[src/rtl/pc_next_pkg.sv]
// Shared types and constants for the fetch-address generator.
package pc_next_pkg;
  localparam int PC_W = 32;
  localparam logic [PC_W-1:0] RESET_VECTOR_DEF = 32'h0000_0000;

  typedef logic [1:0] state_t;
  localparam state_t ST_BOOT  = 2'd0;
  localparam state_t ST_FETCH = 2'd1;
  localparam state_t ST_HOLD  = 2'd2;
endpackage

[src/rtl/pc_target.sv]
// Combinational redirect target: jump outranks branch when both are raised.
module pc_target
  import pc_next_pkg::*;
(
  input  logic [PC_W-1:0] pc_plus4_i,
  input  logic [PC_W-1:0] shift_i,
  input  logic [25:0]     jidx_i,
  input  logic            branch_i,
  input  logic            jump_i,
  output logic [PC_W-1:0] tgt_o,
  output logic            tgt_vld_o
);
  logic [PC_W-1:0] jtgt, btgt;

  assign jtgt      = {pc_plus4_i[PC_W-1:PC_W-4], jidx_i, 2'b00};
  // Low offset bits are dropped so a misaligned offset cannot misalign the pc.
  assign btgt      = pc_plus4_i + (shift_i & ~32'h3);
  assign tgt_o     = jump_i ? jtgt : btgt;
  assign tgt_vld_o = jump_i | branch_i;
endmodule

[src/rtl/pc_next.sv]
// Program counter with boot/fetch/hold control and a one-deep redirect buffer.
module pc_next
  import pc_next_pkg::*;
#(
  parameter logic [PC_W-1:0] RESET_VECTOR = RESET_VECTOR_DEF
) (
  input  logic            clk,
  input  logic            rst_n,
  input  logic [PC_W-1:0] shift_in,
  input  logic            branch,
  input  logic            jump,
  input  logic [25:0]     jump_index,
  input  logic            stall,
  input  logic            imem_ready,
  output logic [PC_W-1:0] pc,
  output logic [PC_W-1:0] pc_plus4,
  output logic            pc_valid,
  output logic            redirect_pending
);
  localparam logic [PC_W-1:0] RV = {RESET_VECTOR[PC_W-1:2], 2'b00};

  state_t          state_q, state_d;
  logic [PC_W-1:0] pc_q, pc_d;
  logic [PC_W-1:0] pend_q, pend_d;
  logic            pend_vld_q, pend_vld_d;
  logic [PC_W-1:0] live_tgt;
  logic            live_vld;
  logic            accept;

  assign pc_plus4 = pc_q + 32'd4;

  pc_target u_tgt (
    .pc_plus4_i (pc_plus4),
    .shift_i    (shift_in),
    .jidx_i     (jump_index),
    .branch_i   (branch),
    .jump_i     (jump),
    .tgt_o      (live_tgt),
    .tgt_vld_o  (live_vld)
  );

  assign accept = (state_q == ST_FETCH) && imem_ready && !stall;

  always_comb begin
    state_d = state_q;
    case (state_q)
      ST_BOOT:  state_d = ST_FETCH;
      ST_FETCH: state_d = stall ? ST_HOLD : ST_FETCH;
      ST_HOLD:  state_d = stall ? ST_HOLD : ST_FETCH;
      default:  state_d = ST_BOOT;
    endcase
  end

  always_comb begin
    pc_d       = pc_q;
    pend_d     = pend_q;
    pend_vld_d = pend_vld_q;
    if (accept) begin
      if (live_vld)        pc_d = live_tgt;
      else if (pend_vld_q) pc_d = pend_q;
      else                 pc_d = pc_plus4;
      pend_vld_d = 1'b0;
    end else if (live_vld) begin
      // Redirect seen while fetch is not moving: keep the newest target.
      pend_d     = live_tgt;
      pend_vld_d = 1'b1;
    end
  end

  always_ff @(posedge clk or negedge rst_n) begin
    if (!rst_n) begin
      state_q    <= ST_BOOT;
      pc_q       <= RV;
      pend_q     <= '0;
      pend_vld_q <= 1'b0;
    end else begin
      state_q    <= state_d;
      pc_q       <= {pc_d[PC_W-1:2], 2'b00};
      pend_q     <= pend_d;
      pend_vld_q <= pend_vld_d;
    end
  end

  assign pc               = pc_q;
  assign pc_valid         = (state_q == ST_FETCH);
  assign redirect_pending = pend_vld_q;
endmodule

[config.mk]
export PLATFORM = sky130hd
export DESIGN_NAME = pc_next
export DESIGN_NICKNAME = d
export VERILOG_FILES = /design/src/rtl/pc_next_pkg.sv /design/src/rtl/pc_target.sv /design/src/rtl/pc_next.sv
export SDC_FILE = /design/constraint.sdc
export NUM_CORES = 1
export LEC_CHECK = 0
export CORE_ASPECT_RATIO = 0.7
export CORE_UTILIZATION = 40
export CTS_CLUSTER_SIZE = 24
export DETAILED_ROUTE_END_ITERATION = 16
export PLACE_DENSITY = 0.66
export SYNTH_ARGS = -nofsm -noshare
export SYNTH_HDL_FRONTEND = slang
export SYNTH_HIERARCHICAL = 1
export SYNTH_SLANG_ARGS = --single-unit
[constraint.sdc]
create_clock -name clk -period 5.54 [get_ports clk]
set_clock_uncertainty 0.15 [all_clocks]
set_input_delay 1.108 -clock clk [delete_from_list [all_inputs] [get_ports clk]]
set_output_delay 1.108 -clock clk [all_outputs]
set_load 0.02 [all_outputs]
# After elaboration in Yosys (flattened, before gate mapping)
# Cells that the tools add are included.
# Widths: inputs -> output; s select.
[classes]
n_eq_ne = 2
mux = 7
addsub = 2
n_lt_le_gt_ge = 0
multipliers = 0
n_div = 0
reduce_logical = 7
n_bitwise = 2
shifts = 0
[ops]
columns = ["cell", "n"]
rows = [
  ["$mux 32", 3],
  ["$add 32x3->32 const B", 1],
  ["$add 32x32->32", 1],
  ["$pmux 2 s2", 1],
  ["$eq 2x1->1 const B", 1],
  ["$eq 2x2->1 const B", 1],
  ["$logic_and 1x1->1", 2],
  ["$logic_not 2->1", 1],
  ["$mux 1", 2],
  ["$mux 2", 1],
  ["$reduce_and 2->1", 1],
  ["$reduce_bool 2->1", 1],
  ["$reduce_or 2->1", 1],
  ["$logic_not 1->1", 1],
  ["$not 1->1", 1],
  ["$or 1x1->1", 1],
]
[word_totals]
in_bits = 64
latch_bits = 0
wordCells = 24
ff_bits = 65
rom_bits = 0
n_memories = 0
out_inout_bits = 66
ram_bits = 0

# Longest topological paths before layout
# Gate-level depths: netlist of run 1.
[depth]
word_depth = 5
ltp_mapped = 18
depth_no_buf = 17

# Hierarchy
# Netlist of run 1, hierarchy kept.
[modules_own_cells]
columns = ["module", "cells_each", "area_per_inst_um2", "seq_area_each_um2", "n_inst"]
rows = [
  ["pc_next", 393, 3771.1, 1576.5, 1],
  ["pc_target", 319, 2115.8, 0.0, 1],
]

# Worst setup path after synthesis of run 1
# Ideal clock, no wire load.
[synth_path]
kind = "register -> register"
start = "register pc_q[6], in the netlist pc[6]"
end = "register pc_q[25], in the netlist pc[25]"
path_buffers = 1
path_stages_with_launch = 17
required_time_ps = 5264
t_arrival_ps = 4132
path_slack_ps = 1132
setup_ps = 126
path_cell_list = "dfrtp_1 -> nand3_2 -> or3_1 -> buf_2 -> nor3_1 -> xor2_1 -> ha_1 -> and2_1 -> o311a_1 -> a21boi_1 -> o22ai_1 -> o221ai_1 -> xor2_1 -> o21ai_1 -> a22oi_1 -> o21ai_0 -> a311o_1"
[synth_between]
elab_chain_cells = 4
elab_cells_between_ends = 5
cone_classes = "add/sub: 2; mux: 3"
[synth_lines]
columns = ["item", "line", "source"]
rows = [
  ["from (decl)", "pc_next.sv:23", "logic [PC_W-1:0] pc_q, pc_d;"],
  ["from (signal assigned)", "pc_next.sv:78", "pc_q <= {pc_d[PC_W-1:2], 2'b00};"],
  ["$add 32x3->32", "pc_next.sv:30", "assign pc_plus4 = pc_q + 32'd4;"],
  ["via pc_plus4[18]", "pc_next.sv:16", "output logic [PC_W-1:0] pc_plus4,"],
  ["$add 32x32->32", "pc_target.sv:17", "assign btgt = pc_plus4_i + (shift_i & ~32'h3);"],
  ["$mux 32", "pc_target.sv:18", "assign tgt_o = jump_i ? jtgt : btgt;"],
  ["via live_tgt[25]", "pc_next.sv:26", "logic [PC_W-1:0] live_tgt;"],
  ["$mux 32", "pc_next.sv:59", "if (live_vld) pc_d = live_tgt;"],
]
# The timed path passes the listed nets, and every way through them passes these cells.
# A chain may end at the register's enable or synchronous reset.

# Worst setup path in the final report of run 1
[layout_path]
start = "register pc_q[8], in the netlist pc[8]"
end = "register pc_q[25], in the netlist pc[25]"
[layout_between]
elab_chain_cells = 4
elab_cells_between_ends = 5
cone_classes = "add/sub: 2; mux: 3"
[layout_lines]
columns = ["item", "line"]
rows = [
  ["$add 32x3->32", "pc_next.sv:30"],
  ["$add 32x32->32", "pc_target.sv:17"],
  ["$mux 32", "pc_target.sv:18"],
  ["via live_tgt[25]", "pc_next.sv:26"],
  ["$mux 32", "pc_next.sv:59"],
]
# The timed path passes the listed nets, and every way through them passes these cells.

==> flow_summary.json, run 1 <==
{
  "power_frac_comb": 0.652,
  "p_clk_frac": 0.121,
  "area_growth_pct": 27.03,
  "cp_max_fo": 9,
  "synth_warnings": 6,
  "grt_use_total": 0.2694,
  "p_total_mw": 4.295,
  "path_delay_family": "compound AO/OA/AOI/OAI gates",
  "p_leak_nw": 3.107,
  "synthesis.area_um2": 5874,
  "cts.clk_slew.worst_paths_ps": 60,
  "totalWireLength_um": 20070,
  "setup_viol": 0,
  "cts_sinks": 63,
  "p_per_area_nw_per_um2": 575.5,
  "post_cts_buffers": 0,
  "slowest_delay_ps": 530,
  "drt_iter0_markers": 446,
  "drive_gt1_frac": 0.09371,
  "cp_cell_sequence": "nand3_2 > or3_1 > nor3_1 > xor2_1 > ha_1 > and2_1 > o311a_1 > a21boi_1 > o22ai_1 > o221ai_1 > xor2_1 > o21ai_1 > a22oi_1 > o21ai_0 > a311o_1",
  "fp-row-count": 36,
  "cts_buffer_depth": 2,
  "p_int_mw": 2.215,
  "route.vias.total": 6043,
  "pin_count": 130,
  "rsz0062_at_grt": "false",
  "synthCells": 710,
  "p_switching_mw": 2.080,
  "avgRoutedWirePerCell_um": 20.05,
  "grt_pass1_wl_um": 31500,
  "cp.required_ps": 5600,
  "switching_share": 0.4842,
  "syn_avg_cell_area_um2": 8.274,
  "antenna_cells": 0,
  "final.setup.tns_ps": 0,
  "nets": 904,
  "fmax_mhz": 201.9,
  "cts_resized": 0,
  "relSlewSlack": 0.2528,
  "min_period_ps": 4954,
  "status": "complete, no violations",
  "drc": 0,
  "worst_setup_path_end_kind": "flop",
  "drv_slew": 0,
  "cts_tree": "done",
  "die-area_um2": 15180,
  "cts_buffers": 9,
  "dpl.hpwl_um": 15170,
  "path_class": "flop to flop",
  "drtPass1Iterations": 5,
  "pwr-share-seq": 0.227,
  "worstPathArrival_ps": 5010,
  "cts.hold.buffers_added": 0,
  "reg2reg_slack_ps": 590,
  "cts_max_level": 3,
  "clk_latency_ps": 330,
  "min_period_over_period": 0.8943,
  "drv_cap": 0,
  "hold_path_class": "flop to flop",
  "cp_slowest_cell": "or3_1",
  "start_util": 0.4153,
  "port_buffers": 123,
  "worst_path_most_repeated_cell": "xor2_1",
  "grt-ovfl-total": 0,
  "worst-path-buf-inv": 0,
  "grt_max_degree": 68,
  "peakVddDrop_uv": 184.5,
  "core_um2": 14140,
  "gp_congestion": 0.9242,
  "instances_no_fill": 1001,
  "ctsRootBufferMaster": "clkbuf_16",
  "antenna_found_initial": 0,
  "dp.cells": 985,
  "worst_slew_pin_slew_ps": 1117,
  "report.final.hold_viol_count": 0,
  "viasPerCell": 6.037,
  "cp-start-kind": "flop",
  "postRouteAntennaNets": 0,
  "grt_pass1_vias": 5686,
  "chipWidth_um": 146.8,
  "die-height_um": 103.4
}
-- path summary, 6_finish.rpt --
| check | cells after the start | from | to |
|---|---|---|---|
| max reg2reg | 15 | pc[8] | pc[25] |
| min | 1 | pend_q[15] | pend_q[15] |
| min reg2reg | 1 | pend_q[15] | pend_q[15] |
| max in group asynchronous | 2 | rst_n | pc[6] |
| max | 15 | pc[8] | pc[25] |
| min in group asynchronous | 2 | rst_n | pc[3] |
-- metrics by stage --
step / hold WS [ps] / area [um2] / utilization / setup slack, ps
finish: 351.1 / 7462 / 0.5276 / 585.8
global route: 363.7 / 7462 / 0.5276 / 338.1
CTS: 354.0 / 7462 / 0.5276 / 714.3
detailed placement: 342.0 / 7188 / 0.5082 / 741.1
global placement: 335.1 / 7188 / 0.5082 / 762.2
floorplan: 323.9 / 5886 / - / 1132
-- per-layer routing --
metal	global-route usage	up-vias	routed length [um]
li1	-	2837	-
met3	0.05000	14	1629
met5	0	-	0
met4	0.05849	0	158
met1	0.4103	2931	10080
met2	0.3901	261	8198
-- placed cells by master (no fill, tap or decap), types with 5 or more instances in the layout --
cell type	n
o31a_1	6
a21o_1	17
nor2_1	47
nand4_1	16
buf_4	7
mux2i_1	9
clkbuf_16	9
o21ai_0	46
ha_1	33
inv_1	17
and3_1	13
nand2_1	72
xor2_1	22
nand3_1	26
xnor2_1	24
nor4_1	9
mux2_2	33
o22ai_1	8
a31oi_1	5
nor3_1	17
dfrtp_1	63
a21oi_1	51
and2_1	7
o31ai_1	7
a22oi_1	8
or4_1	5
clkdlybuf4s50_1	121
o21a_1	5
o21bai_1	5
o2bb2ai_1	5
a211oi_1	9
-- power by group through the flow --
| stage | clock network (mW) | registers (mW) | logic [mW] |
|---|---|---|---|
| after floorplan | 0 | 1.00 | 1.74 |
| after global placement | 0 | 0.953 | 2.71 |
| after detailed placement | 0 | 0.972 | 2.75 |
| after CTS | 0.523 | 0.967 | 2.77 |
| after global routing | 0.542 | 1.01 | 3.03 |
| final | 0.518 | 0.975 | 2.80 |
-- layout make-up --
| cell class | count | area (um2) |
|---|---|---|
| clock buffer | 9 | 225.2 |
| clock inverter | 7 | 48.80 |
| fill | 1332 | 6681 |
| inverter | 17 | 63.81 |
| multi-input combinational | 585 | 4036 |
| sequential | 63 | 1577 |
| tap | 190 | 237.7 |
| timing repair buffer | 130 | 1274 |
-- state kept, by name, indices dropped and copies added, names as in the netlist --
signal            cells
pc                   30
pend_q               30
redirect_pending      1
state_q               2
(Power assumes the default switching activity.)
==> inputs of run 2 (changes only) <==
--- a/config.mk
+++ b/config.mk
@@ -7,9 +7,12 @@
 export LEC_CHECK = 0
 export CORE_ASPECT_RATIO = 0.7
 export CORE_UTILIZATION = 40
+export CTS_BUF_LIST = sky130_fd_sc_hd__clkbuf_4 sky130_fd_sc_hd__clkbuf_8
+export CTS_CLUSTER_DIAMETER = 50
 export CTS_CLUSTER_SIZE = 24
 export DETAILED_ROUTE_END_ITERATION = 16
 export PLACE_DENSITY = 0.66
+export SETUP_SLACK_MARGIN = 0.2
 export SYNTH_ARGS = -nofsm -noshare
 export SYNTH_HDL_FRONTEND = slang
 export SYNTH_HIERARCHICAL = 1
==> run 2 against run 1 <==
Core utilization shrank 0.72 points. Cell count unchanged. Register-to-register slack barely moved. Critical path depth unchanged.
==> flow_summary.json, run 2 (synthesized netlist as in run 1, its figures left out) <==
{
  "cp_max_fo": 9,
  "setup_viol": 0,
  "min_from": "pend_q[15]",
  "min_period_ps": 4965,
  "pin_count": 130,
  "drv_cap": 0,
  "pre_cts_slack_ps": 741.1,
  "nets": 904,
  "final.setup.tns_ps": 0,
  "r2r_end": "pc[25]",
  "grt-ovfl-total": 0,
  "post_cts_buffers": 0,
  "min_period_over_period": 0.8961,
  "path_class": "flop to flop",
  "status": "complete, no violations",
  "cts_resized": 0,
  "r2r-start": "pc[8]",
  "use_met2": 0.3883,
  "avgRoutedWirePerCell_um": 20.06,
  "route.vias.total": 6030,
  "fmax_mhz": 201.4,
  "drtPass1Iterations": 7,
  "cp_cell_sequence": "nand3_2 > or3_1 > nor3_1 > xor2_1 > ha_1 > and2_1 > o311a_1 > a21boi_1 > o22ai_1 > o221ai_1 > xor2_1 > o21ai_1 > a22oi_1 > o21ai_0 > a311o_1",
  "postRouteAntennaNets": 0,
  "viasPerCell": 6.024,
  "use_met1": 0.4116,
  "cts_tree": "done",
  "cts.clk_slew.worst_paths_ps": 80,
  "grt_max_degree": 68,
  "cts_buffer_depth": 2,
  "cts_buffers": 9,
  "mostFrequentLayoutCells": "121 x clkdlybuf4s50_1, 72 x nand2_1, 63 x dfrtp_1",
  "cts_max_level": 3,
  "grt_use_total": 0.2696,
  "fp-row-count": 36,
  "antenna_cells": 0,
  "cts.hold.buffers_added": 0,
  "gp_congestion": 0.9242,
  "reg2reg_slack_ps": 580,
  "totalWireLength_um": 20090,
  "drive_gt1_frac": 0.09371,
  "p_per_area_nw_per_um2": 562.1,
  "port_buffers": 123,
  "hold_path_class": "flop to flop",
  "worst_slew_pin_slew_ps": 1127,
  "grt_pass1_vias": 5685,
  "cp-start-kind": "flop",
  "report.final.hold_viol_count": 0,
  "relSlewSlack": 0.2459,
  "peakVddDrop_uv": 185.4,
  "fill_cells": 1338,
  "drt_iter0_markers": 478,
  "hold_depth": 1,
  "cp_slowest_cell": "or3_1",
  "ctsRootBufferMaster": "clkbuf_8",
  "setup_ws_ps": 575.5,
  "holdPathEnd": "pend_q[15]",
  "multi_input_area_um2": 4036,
  "cp.required_ps": 5620,
  "p_leak_nw": 3.061,
  "area_growth_pct": 25.30,
  "cts_sinks": 63,
  "rsz0062_at_grt": "false",
  "start_util": 0.4153,
  "antenna_found_initial": 0,
  "worst_setup_path_end_kind": "flop",
  "chipWidth_um": 146.8,
  "p_total_mw": 4.138,
  "register_area_um2": 1577,
  "die-height_um": 103.4,
  "layout_commonest_cell": "clkdlybuf4s50_1",
  "grt_pass1_wl_um": 31530,
  "drv_slew": 0,
  "worstPathArrival_ps": 5050,
  "slowest_delay_ps": 540,
  "dpl.hpwl_um": 15170,
  "clk_latency_ps": 350,
  "grt.busiest_layer": "met1",
  "worst_path_most_repeated_cell": "xor2_1",
  "hold_slack_ps": 359.0,
  "die-area_um2": 15180,
  "grtUsageMet3": 0.05395,
  "drc": 0,
  "core_um2": 14140,
  "rr_worst_depth": 15
}
-- run 2: cell counts in the layout (fill, tap and decap cells not counted) --
Identical to the previous run, type by type.
-- run 2: worst max-delay path: cells and delay by family, from the launching register on --
family | cells | cell delay (ps)
compound gates | 8 | 1820
xor+xnor | 2 | 600
fa+ha+maj | 1 | 390
flops | 1 | 460
simple gates | 4 | 1410
-- run 2: how the worst max path moves through the flow --
stage / start / end / cells past startpoint
2_1_floorplan: pc[6] / pc[25] / 16
3_3_place_gp: pc[6] / pc[25] / 15
3_5_place_dp: pc[6] / pc[25] / 15
4_1_cts: pc[8] / pc[25] / 15
5_1_grt: pc[8] / pc[25] / 15
6_report: pc[8] / pc[25] / 15
-- run 2: routing by layer --
layer | up-vias | wire length [um]
met5 | - | 0
met4 | 0 | 160
met3 | 16 | 1636
met2 | 282 | 8175
met1 | 2898 | 10110
li1 | 2834 | -
-- run 2: report_power, final --
group          internal, mW  switching [mW]  total (mW)
sequential            0.682           0.293       0.975
clock                 0.162           0.201       0.363
combinational          1.23            1.57        2.80
total                  2.07            2.06        4.14
-- run 2: per-stage QoR --
stage	std cells	cell area, um2	util
final	1001	7361	0.5204
after global routing	1001	7361	0.5204
after CTS	1001	7361	0.5204
after detailed placement	985	7188	0.5082
after global placement	985	7188	0.5082
after floorplan	713	5886	-
-- run 2: layout make-up --
type	count	share of cell area
Clock buffer	9	0.01683
Clock inverter	7	0.006629
Inverter	17	0.008669
Multi-Input combinational cell	585	0.5484
Sequential cell	63	0.2142
Tap cell	190	0.03230
Timing Repair Buffer	130	0.1730
